--- src/rtl/regfile_pkg.sv ---
// Shared definitions for the register-file writeback scheduler: requester ids
// and the address-width derivation used by every port that names a register.
package regfile_pkg;

  typedef enum logic {
    WB_ALU  = 1'b0,
    WB_LOAD = 1'b1
  } wb_req_e;

  // A single-entry file still needs a one-bit address.
  function automatic int addr_w(input int n);
    if (n > 32'sd1) begin
      return $clog2(n);
    end else begin
      return 32'sd1;
    end
  endfunction

endpackage

--- src/rtl/wb_rr_arb2.sv ---
// Two-requester round-robin grant for the writeback port. Grants are
// combinational; the one-bit priority pointer is the only state.
module wb_rr_arb2
  import regfile_pkg::*;
(
  input  logic       clk,
  input  logic       rst,
  input  logic [1:0] valid_i,
  output logic [1:0] grant_o
);

  wb_req_e    ptr_q;
  wb_req_e    ptr_d;
  logic [1:0] grant_s;

  // Contention goes to the pointer's requester; readies stay low in reset.
  always_comb begin
    grant_s = 2'b00;
    if (!rst) begin
      grant_s = 2'b00;
    end else if (valid_i == 2'b11) begin
      grant_s = (ptr_q == WB_ALU) ? 2'b01 : 2'b10;
    end else begin
      grant_s = valid_i;
    end
  end

  // After a grant the other requester gets priority.
  always_comb begin
    ptr_d = ptr_q;
    if (grant_s[0]) begin
      ptr_d = WB_LOAD;
    end else if (grant_s[1]) begin
      ptr_d = WB_ALU;
    end else begin
      ptr_d = ptr_q;
    end
  end

  // Pointer register.
  always_ff @(posedge clk or negedge rst) begin
    if (!rst) begin
      ptr_q <= WB_ALU;
    end else begin
      ptr_q <= ptr_d;
    end
  end

  assign grant_o = grant_s;

endmodule

--- src/rtl/regfile_wb_sched.sv ---
// Writeback scheduler: arbitrates ALU and load writebacks onto the single
// register-file write port and tracks pending destinations for hazard checks.
module regfile_wb_sched
  import regfile_pkg::*;
#(
  parameter  int DATA_WIDTH = 32,
  parameter  int REG_NUM    = 32,
  localparam int ADDR_W     = addr_w(REG_NUM)
) (
  input  logic                  clk,
  input  logic                  rst,
  input  logic                  wb0_valid,
  output logic                  wb0_ready,
  input  logic [ADDR_W-1:0]     wb0_addr,
  input  logic [DATA_WIDTH-1:0] wb0_data,
  input  logic                  wb1_valid,
  output logic                  wb1_ready,
  input  logic [ADDR_W-1:0]     wb1_addr,
  input  logic [DATA_WIDTH-1:0] wb1_data,
  output logic [ADDR_W-1:0]     rd_addr,
  output logic [DATA_WIDTH-1:0] rd_data,
  output logic                  rd_wren,
  input  logic                  resv_valid,
  input  logic [ADDR_W-1:0]     resv_addr,
  input  logic [ADDR_W-1:0]     rs1_addr,
  input  logic [ADDR_W-1:0]     rs2_addr,
  output logic                  rs1_busy,
  output logic                  rs2_busy
);

  // One-hot select of a register; out-of-range addresses select nothing.
  function automatic logic [REG_NUM-1:0] addr_mask(input logic [ADDR_W-1:0] a, input logic en);
    addr_mask = '0;
    if (en && (int'(a) < REG_NUM)) begin
      addr_mask[a] = 1'b1;
    end else begin
      addr_mask = '0;
    end
  endfunction

  logic [1:0]            grant_s;
  logic [ADDR_W-1:0]     rd_addr_q, rd_addr_d;
  logic [DATA_WIDTH-1:0] rd_data_q, rd_data_d;
  logic                  rd_wren_q, rd_wren_d;
  logic [REG_NUM-1:0]    busy_q, busy_d;
  logic [REG_NUM-1:0]    set_s, clr_s;

  wb_rr_arb2 u_arb (
    .clk     (clk),
    .rst     (rst),
    .valid_i ({wb1_valid, wb0_valid}),
    .grant_o (grant_s)
  );

  assign wb0_ready = grant_s[0];
  assign wb1_ready = grant_s[1];

  // Capture the granted writeback; register 0 is accepted but never written.
  always_comb begin
    rd_addr_d = rd_addr_q;
    rd_data_d = rd_data_q;
    rd_wren_d = 1'b0;
    if (grant_s[1]) begin
      rd_addr_d = wb1_addr;
      rd_data_d = wb1_data;
      rd_wren_d = (wb1_addr != '0);
    end else if (grant_s[0]) begin
      rd_addr_d = wb0_addr;
      rd_data_d = wb0_data;
      rd_wren_d = (wb0_addr != '0);
    end else begin
      rd_addr_d = rd_addr_q;
      rd_data_d = rd_data_q;
      rd_wren_d = 1'b0;
    end
  end

  // A reservation on the commit edge of the same register wins, so the
  // older result retires without hiding the newer pending write.
  assign set_s  = addr_mask(resv_addr, resv_valid && (resv_addr != '0));
  assign clr_s  = addr_mask(rd_addr_q, rd_wren_q);
  assign busy_d = ((busy_q & ~clr_s) | set_s) & {{(REG_NUM-1){1'b1}}, 1'b0};

  // Write-port and scoreboard registers.
  always_ff @(posedge clk or negedge rst) begin
    if (!rst) begin
      rd_addr_q <= '0;
      rd_data_q <= '0;
      rd_wren_q <= 1'b0;
      busy_q    <= '0;
    end else begin
      rd_addr_q <= rd_addr_d;
      rd_data_q <= rd_data_d;
      rd_wren_q <= rd_wren_d;
      busy_q    <= busy_d;
    end
  end

  assign rd_addr  = rd_addr_q;
  assign rd_data  = rd_data_q;
  assign rd_wren  = rd_wren_q;
  assign rs1_busy = |(busy_q & addr_mask(rs1_addr, 1'b1));
  assign rs2_busy = |(busy_q & addr_mask(rs2_addr, 1'b1));

endmodule

--- config.mk ---
export PLATFORM = sky130hd
export DESIGN_NAME = regfile_wb_sched
export DESIGN_NICKNAME = d
export VERILOG_FILES = /design/src/rtl/regfile_pkg.sv /design/src/rtl/wb_rr_arb2.sv /design/src/rtl/regfile_wb_sched.sv
export SDC_FILE = /design/constraint.sdc
export NUM_CORES = 1
export LEC_CHECK = 0
export BUFFER_PORTS_ARGS = -buffer_cell sky130_fd_sc_hd__buf_2
export CAP_MARGIN = 15
export CORE_ASPECT_RATIO = 1.4
export CORE_MARGIN = 5
export CORE_UTILIZATION = 50
export DETAILED_ROUTE_END_ITERATION = 10
export PLACE_DENSITY = 0.88
export SYNTH_ARGS = -nofsm -noshare
export SYNTH_HDL_FRONTEND = slang
export SYNTH_SLANG_ARGS = --single-unit
--- constraint.sdc ---
create_clock -name clk -period 1.88 [get_ports clk]
set_clock_uncertainty 0.05 [all_clocks]
set_input_delay 0.094 -clock clk [delete_from_list [all_inputs] [get_ports clk]]
set_output_delay 0.094 -clock clk [all_outputs]
set_load 0.005 [all_outputs]
==> reports/results.tsv <==
metric	value	unit
initial antenna violation count	0	
CP top delay family	compound AO/OA/AOI/OAI gates	
clock tree buffer depth	2	
Inst Count DP	583	
fraction of registers with async set/reset	1.000	
Vert. Die Dim	111.8	um
CORE AREA	7268	um^2
Area contributors post-synth	dfrtp_1 (47%), o21ai_0 (13%), mux2i_1 (9.2%), nand2_1 (4.3%), mux2_1 (3.0%)	
CP Depth	6	
Final setup viols	2	
largest net degree at the start of global routing	46	
DRC viols	0	
Max Transition Viols Final	0	
#FFs+latches synth	70	
ratio of final minimum period to clock period	1.037	
number of buffers inserted by port buffering	135	
HPWL Detailed	8.326	mm
Final #Nets	621	
WL/cell	20.18	um
vias in the first global route	4160	
total power	4.548	mW
# rows	37	
worst skew pair latency	340	ps
RSZ-0062 raised after global routing	yes	
Fin Setup TNS	-86.60	ps
R2R Setup Slk	210	ps
violated checks	negative hold slack, negative setup slack	
Post-DRT Antenna Nets	0	
Die W	82.70	um
crit path time final	1950	ps
Root Driver	clkbuf_8	
largest area contributor in the netlist	dfrtp_1	
CP peak stage delay	400	ps
P&R area growth vs syn	33.75	%
r2r worst-path depth	5	
HP Class	in2reg	
outcome	finished, violations left	
CTS tree	done	
routing usage on met1	0.3349	
share of cells above drive strength 1	0.3377	
met2 usage	0.4904	
vias per std cell	6.110	
worst r2r dst	rd_data[13]$_DFFE_PN0P_	
Max H-tree Level	3	
cell count after synthesis	369	
Synth Area per Inst	10.03	um^2
post-synthesis sequential area ratio	0.4735	
slowest CP cell	dfrtp_1	
Routability Congestion	0.8840	
Max VDD drop	0.6396	mV
GRT busiest layer	met2	
critical path endpoint	rs1_busy	
Worst-Margin Slew	952.7	ps
final std cells w/o fill	628	
Slew headroom	0.3624	
top-level I/O count	136	
grt ovf	0	
first-pass GRT wire length	20.56	mm
final hold vios	1	
Clock transition at path regs	70	ps
postcts setup bufs	0	
synth cell count leaders	o21ai_0 (96), dfrtp_1 (70), nand2_1 (42)	
CTS Sinks	70	
Power Density	919.0	nW/um^2
fmax	512.7	MHz
Worst Setup SP	busy_q[10]$_DFF_PN0_	
Critical R2R Launch	u_arb.ptr_q$_DFFE_PN0P_	
DR pass1 iterations	5	
Die ar.	9244	um^2
syn_nets	463	
Leak	2.176	nW
CP cell instances	mux2_4 -> a221oi_2 -> nor4_1 -> a311oi_1 -> o311ai_1 -> buf_2	
Distinct cells, synth	39	
GR Util met3	0.08738	
1st-iter DRT viols	363	
Yosys top cell area share	0.4735	
GRT Total Usage	0.2907	
Mapped Area	3700	um^2
WP data required	1740	ps
top-count cell post-synth	o21ai_0	
Final Worst Setup Slack	-70.44	ps
max-cap violation count	0	
Post-synth EDFFs	0	
Yosys warning total	0	
Vias	3837	
CP bufs+invs	1	
DRT Wirelength	12.67	mm
Starting Density	0.5090	
top_reg_cell synth	dfrtp_1	
Worst setup SP type	register	
final hold slack	-2.055	ps
WP data arrival	1810	ps
cts bufs inserted	9	
Fillers	531	
critical-path maximum fanout	3	
CP endpoint kind	primary output	
WS Path Type	reg2out	
==> worst register-to-register path, cell delays in order (launching register included) <==
cell	delay, ps
dfrtp_1	400
inv_1	90
a21oi_4	170
buf_12	270
mux2i_1	340
o21ai_0	160
==> stage by stage <==
stage                     cell area (um^2)  hold WS [ps]  setup slack [ps]    util
after floorplan                       3700        -251.6             497.9       -
after global placement                4444        -127.4             269.5  0.6115
after detailed placement              4444        -121.2             267.7  0.6115
after CTS                             4925        0.6130            -84.82  0.6776
after global routing                  4946         12.95            -202.7  0.6805
final                                 4949        -2.055            -70.44  0.6808
==> registers in the layout, summed over array words and instances, names as in the netlist <==
| name | flops |
|---|---|
| rd_data | 32 |
| busy_q | 31 |
| rd_addr | 5 |
| rd_wren | 1 |
| u_arb.ptr_q | 1 |
==> kinds of logic (layout without fill, tap and decap cells) <==
kind of cell           Yosys count  after routing  synth area share
buffers and inverters           33            194           0.04498
AO/OA/AOI/OAI                  134            134            0.2178
multiplexers                    52             52            0.1529
other                            0              1                 0
flip-flops                      70             70            0.4735
AND/OR/NAND/NOR                 80             80            0.1109
==> routing by layer <==
metal	vias to the layer above	share of wire
li1	1688	-
met5	-	0
met2	260	0.51
met3	47	0.10
met1	1842	0.35
met4	0	0.042
==> where the power goes <==
part | total, mW | internal (mW) | switching [mW]
logic | 1.23 | 0.614 | 0.616
clock network | 1.08 | 0.571 | 0.509
registers | 2.24 | 1.89 | 0.353
==> final cells by class <==
type / instances / area (um^2) / area share
antenna: 1 / 2.502 / 0.0005057
clock buffer: 13 / 168.9 / 0.03413
clock inverter: 1 / 5.005 / 0.001011
inverter: 9 / 33.78 / 0.006827
multi-input combinational: 266 / 1832 / 0.3702
sequential: 70 / 1752 / 0.3540
tap: 97 / 121.4 / 0.02453
timing repair buffer: 171 / 1033 / 0.2088
==> how the worst min path moves through the flow <==
stage	from	end	slack (ps)	depth (start not counted)
after floorplan	rst	busy_q[10]$_DFF_PN0_	-250	0
final	wb1_data[18]	rd_data[18]$_DFFE_PN0P_	-2	3
after global placement	rst	u_arb.ptr_q$_DFFE_PN0P_	-130	1
after detailed placement	rst	u_arb.ptr_q$_DFFE_PN0P_	-120	1
after CTS	wb1_data[1]	rd_data[1]$_DFFE_PN0P_	0.6	3
after global routing	wb0_data[4]	rd_data[4]$_DFFE_PN0P_	10	3
==> what timing repair did <==
action                                  in CTS  in global routing
endpoints found under the setup margin       2                  3
hold buffers                                30                  1
gates resized for setup                      1                  6
pin swaps                                    0                  4
endpoints found under the hold margin       88                  1
==> cells in the final DEF, fill, tap and decap left out, types with 6 or more instances in the layout <==
cell type and count:
nor2_1 6, nand3b_1 11, mux2i_1 34, a221oi_2 7, inv_1 8, buf_2 135
o21ai_0 95, dlygate4sd3_1 30, mux2_1 9, clkbuf_8 12, dfrtp_1 70, a221oi_1 7
nand3_1 6, nand2_1 42
No activity file was read; power rests on OpenSTA's default activity.
